`config.mk`:
```
export PLATFORM = sky130hd
export DESIGN_NAME = vga_console_master
export DESIGN_NICKNAME = d
export VERILOG_FILES = /design/src/rtl/vga_console_master.sv
export SDC_FILE = /design/constraint.sdc
export NUM_CORES = 1
export LEC_CHECK = 0
export ABC_AREA = 1
export BUFFER_PORTS_ARGS = -buffer_cell sky130_fd_sc_hd__buf_4
export CAP_MARGIN = 40
export CORE_UTILIZATION = 52
export DETAILED_ROUTE_END_ITERATION = 6
export GPL_ROUTABILITY_DRIVEN = 0
export PLACE_DENSITY = 0.81
export SYNTH_ARGS = -nofsm -noshare
export SYNTH_HDL_FRONTEND = slang
export SYNTH_SLANG_ARGS = --single-unit
export TNS_END_PERCENT = 50
```
`constraint.sdc`:
```
create_clock -name clk_i -period 3.19 [get_ports clk_i]
set_clock_uncertainty 0.2 [all_clocks]
set_input_delay 0.4785 -clock clk_i [delete_from_list [all_inputs] [get_ports clk_i]]
set_output_delay 0.4785 -clock clk_i [all_outputs]
set_load 0.005 [all_outputs]
```
`src/rtl/vga_console_master.sv`:
```
// vga_console_master: turns a byte stream into char/colour map bus writes,
// with cursor tracking, control characters, clear screen and hardware scroll.
module vga_console_master #(
    parameter int          COLS      = 80,
    parameter int          ROWS      = 30,
    parameter logic [31:0] CHAR_BASE = 32'h0000_0000,
    parameter logic [31:0] COL_BASE  = 32'h0000_1000
) (
    input  logic        clk_i,
    input  logic        rst_i,
    input  logic [7:0]  char_i,
    input  logic        char_valid_i,
    output logic        char_ready_o,
    input  logic [7:0]  attr_i,
    output logic        req_o,
    output logic        we_o,
    output logic [3:0]  be_o,
    output logic [31:0] addr_o,
    output logic [31:0] wdata_o,
    input  logic [31:0] rdata_i,
    output logic        busy_o,
    output logic [4:0]  cur_row_o,
    output logic [6:0]  cur_col_o
);
    localparam int WPR = COLS / 4;
    localparam int NW  = ROWS * WPR;
    localparam int CW  = (ROWS - 1) * WPR;
    localparam logic [2:0] IDLE = 3'd0, WR_CHAR = 3'd1, WR_COL = 3'd2, CLR_CHAR = 3'd3,
                           CLR_COL = 3'd4, SCR_RD = 3'd5, SCR_WR = 3'd6, SCR_CLR = 3'd7;
    localparam logic [6:0] COL_MAX = 7'(COLS - 1);
    localparam logic [4:0] ROW_MAX = 5'(ROWS - 1);
    localparam logic [9:0] WPR_W = 10'(WPR), CW_W = 10'(CW);
    localparam logic [9:0] NW_MAX = 10'(NW - 1), CW_MAX = 10'(CW - 1), WPR_MAX = 10'(WPR - 1);

    logic [2:0]  state;
    logic [4:0]  row;
    logic [6:0]  col;
    logic [7:0]  ch, at;
    logic [9:0]  w;
    logic        sel;
    logic [11:0] p;
    logic [9:0]  widx;
    logic        wr_cur, scr, col_map;

    assign p       = 12'(row * COLS + col);
    assign wr_cur  = state == WR_CHAR || state == WR_COL;
    assign scr     = state == SCR_RD || state == SCR_WR || state == SCR_CLR;
    assign col_map = state == WR_COL || state == CLR_COL || (scr && sel);
    // Scroll reads run one row ahead of the writes; the clear pass targets the last row.
    assign widx = wr_cur ? p[11:2] : state == SCR_RD ? w + WPR_W : state == SCR_CLR ? w + CW_W : w;

    assign req_o   = state != IDLE;
    assign we_o    = req_o && state != SCR_RD;
    assign be_o    = !req_o ? 4'h0 : wr_cur ? 4'b0001 << p[1:0] : 4'hF;
    assign addr_o  = !req_o ? 32'h0 : (col_map ? COL_BASE : CHAR_BASE) + {20'd0, widx, 2'b00};
    assign wdata_o = state == WR_CHAR ? {4{ch}} :
                     state == SCR_WR ? rdata_i :
                     (state == CLR_CHAR || (state == SCR_CLR && !sel)) ? 32'h2020_2020 :
                     (state == WR_COL || state == CLR_COL || state == SCR_CLR) ? {4{at}} : 32'h0;

    assign char_ready_o = rst_i && state == IDLE;
    assign busy_o       = state != IDLE;
    assign cur_row_o    = row;
    assign cur_col_o    = col;

    always_ff @(posedge clk_i or negedge rst_i) begin
        if (!rst_i) begin
            state <= IDLE;
            row   <= '0;
            col   <= '0;
            ch    <= '0;
            at    <= '0;
            w     <= '0;
            sel   <= 1'b0;
        end else begin
            case (state)
                IDLE: if (char_valid_i) begin
                    ch  <= char_i;
                    at  <= attr_i;
                    w   <= '0;
                    sel <= 1'b0;
                    if (char_i >= 8'h20 && char_i <= 8'h7E) state <= WR_CHAR;
                    else if (char_i == 8'h0D) col <= '0;
                    else if (char_i == 8'h0A) begin
                        col <= '0;
                        if (row == ROW_MAX) state <= SCR_RD;
                        else row <= row + 5'd1;
                    end else if (char_i == 8'h08) begin
                        if (col != '0) col <= col - 7'd1;
                    end else if (char_i == 8'h0C) begin
                        row   <= '0;
                        col   <= '0;
                        state <= CLR_CHAR;
                    end
                end
                WR_CHAR: state <= WR_COL;
                WR_COL: if (col == COL_MAX) begin
                    col <= '0;
                    if (row == ROW_MAX) state <= SCR_RD;
                    else begin
                        row   <= row + 5'd1;
                        state <= IDLE;
                    end
                end else begin
                    col   <= col + 7'd1;
                    state <= IDLE;
                end
                CLR_CHAR: state <= CLR_COL;
                CLR_COL: begin
                    w     <= w + 10'd1;
                    state <= w == NW_MAX ? IDLE : CLR_CHAR;
                end
                SCR_RD: state <= SCR_WR;
                SCR_WR: if (w == CW_MAX) begin
                    w     <= '0;
                    sel   <= !sel;
                    state <= sel ? SCR_CLR : SCR_RD;
                end else begin
                    w     <= w + 10'd1;
                    state <= SCR_RD;
                end
                SCR_CLR: if (w == WPR_MAX) begin
                    w   <= '0;
                    sel <= !sel;
                    if (sel) state <= IDLE;
                end else w <= w + 10'd1;
                default: state <= IDLE;
            endcase
        end
    end
endmodule

```
==> reports/results.ini <==
[worst_hold_path]
hold_path_class=in2async

[floorplanning]
fp-row-count=32
fp.dieH_um=91.3
core-area_sq_mm=0.00773
start_util=0.537
io_pins=135
die_w_um=91.3
dieArea_sq_mm=0.00833

[critical_path]
required_ps=2510
cpPeakStageDelay_ps=460
timing.rr.start=state[2]
crit_chain=ha_1 -> ha_2 -> fa_1 -> nand2_1 -> inv_2 -> nand4_1 -> nand2_2 -> or2_4 -> a21oi_2 -> nor2_1 -> buf_4
crit_cells=11
crit_family=adder cells
worstPathMaxFanout=3
crit_arrival_ps=2450
reg2reg_depth=6
cp-startpoint=cur_row_o[1]
cp_slowest_cell=fa_1
worstSetupStartpointType=flip-flop
critical_path_class=reg2out
cp_num_buf_inv=2
worstSetupEndpointType=primary output

[global_routing]
grt_max_degree=43
antenna_found_initial=0
grt_first_pass_wirelength_mm=18.3
grt_util_all_layers=0.272
overflow=0
grt_pass1_vias=3924

[job]
drv_cap=0

[sta]
rsz0062_at_grt=true
finalCriticalPeriod_ps=3130
period_share=0.980
finalHoldViolCount=0
max_freq_mhz=320
max_slew.worst_pin.slew_ps=723
maxSlewHeadroom=0.517
whs_ps=94.6
finalSetupViolCount=0
slew_viol_final=0

[layout]
most-common-layout-cells=nand2_1 (169), buf_4 (123), nand3_1 (90), inv_1 (51), nor2_1 (49)
num_antenna_cells=0
final_common_cell=nand2_1
fin_nets=800
area_delta_synth_final_pct=24.1
drive_gt1_frac=0.276
utilization=0.666

[pwr]
ir_drop_v=0.000168
total_leakage_power_nw=2.84
fin_total_pwr_mw=0.972
powerDensity_mw_per_mm2=189

[clock_tree]
clk_pin_slew_ps=90
clock-sinks=42
htreeDepth=2
cts_tree=built
cts-root-buf=clkbuf_8
cts_buffer_depth=2
clock_latency_ps=300
numCtsBuffers=5

[yosys]
ys_seq_elements=42
async_flop_share=1.00
syn_avg_cell_area_sq_um=6.74
synth_seq_area_share=0.253
yosysWarningCount=0
synth_top_area_frac=0.253
postSynthCellCount=615
ys_types=42
synth_area_leaders=dfrtp_1 (25%), nand2_1 (15%), nand3_1 (11%)
synthFlopType=dfrtp_1
synth_area_leader_cell=dfrtp_1
synth_edf_count=0
synth_area_sq_mm=0.00415

[detailed_routing]
drc=0
vias=4437
first_iter_violations=347
firstDrtPassIters=5
detail-route-antenna-nets=0
vias_per_cell=5.34
wl_mm=11.2
wl_per_cell_um=13.5

[status]
status=completed

[placed_design]
dp_hpwl_mm=8.79
numPortBuffers=113

-- state kept, by name, summed over array words and instances, names as in the netlist --
register   cells
cur_row_o      5
cur_col_o      7
w             10
ch             8
at             8
sel            1
state          3
-- area by class of cell --
cell class / count / area [sq um]
clock buffers: 5 / 68.8
clock inverters: 3 / 25.0
fillers: 664 / 2580
inverters: 65 / 251
multi-input cells: 491 / 2700
flip-flops and latches: 42 / 1050
well taps: 102 / 128
repair buffers: 123 / 923
-- worst reg2reg max path, cell delays in order (launching register included) --
cell     delay, ps
dfrtp_1        550
nand2_2        190
nor2_4         590
o21ai_1        190
nand3_2        220
inv_1          100
o22ai_1        150
-- stage by stage --
stage / instances / setup TNS, ps / area (sq um) / setup slack, ps
after CTS: 829 / 0 / 5110 / 42.4
after global routing: 831 / -77.5 / 5150 / -35.8
after floorplan: 635 / 0 / 4220 / 389
after detailed placement: 819 / 0 / 4990 / 256
after global placement: 819 / 0 / 4990 / 289
final: 831 / 0 / 5150 / 62.4
-- repair_timing --
| item | in CTS | in global routing |
|---|---|---|
| hold buffers | 0 | 0 |
| endpoints found under the setup margin | 1 | 3 |
| pin swaps | 4 | 7 |
| resized for setup | 4 | 7 |
| setup buffers | 2 | 2 |
-- power breakdown --
| group | switching (mW) | total (mW) | internal [mW] |
|---|---|---|---|
| logic | 0.0372 | 0.0797 | 0.0425 |
| registers | 0 | 0.532 | 0.532 |
| clock network | 0.203 | 0.361 | 0.158 |
| total | 0.240 | 0.972 | 0.732 |
-- cells by family after synthesis --
logic type	after synthesis	share of synthesized area
AO/OA/AOI/OAI	60	0.0806
XOR/XNOR	14	0.0296
adder cells (fa/ha/maj)	21	0.0670
buffers and inverters	102	0.120
flip-flops	42	0.253
multiplexers	10	0.0272
other	1	0.000904
AND/OR/NAND/NOR	365	0.421
-- cells in the mapped netlist, types with 3 or more instances --
cell      count
nand2_1     170
nand3_1      90
inv_1        52
nor2_1       51
dfrtp_1      42
o21ai_0      24
buf_4        22
ha_1         19
a21oi_1      17
xor2_1       13
inv_2        11
nand4_1      11
o21ai_1      11
nand2_2      10
nand3_2      10
buf_2         9
mux2_2        9
clkbuf_1      4
nand2_4       4
nor2_4        4
nand3b_1      3
o211ai_1      3
o22ai_1       3
-- final timing paths --
path                                      to  slack [ps]
worst max-delay path               addr_o[9]          60
worst min-delay path                   ch[7]          90
max in group asynchronous       cur_row_o[4]        2310
min in group clk_i                     at[7]         200
worst max register to register          w[9]         920
worst min register to register         ch[0]         290
-- per-layer routing --
layer / wire (um) / global-route usage / up-vias
li1: - / - / 2185
met1: 4820 / 0.356 / 2054
met2: 5570 / 0.473 / 182
met3: 683 / 0.0385 / 16
met4: 166 / 0.0675 / 0
met5: 0 / 0 / -
Note: power is estimated with default switching activity, not from simulation.
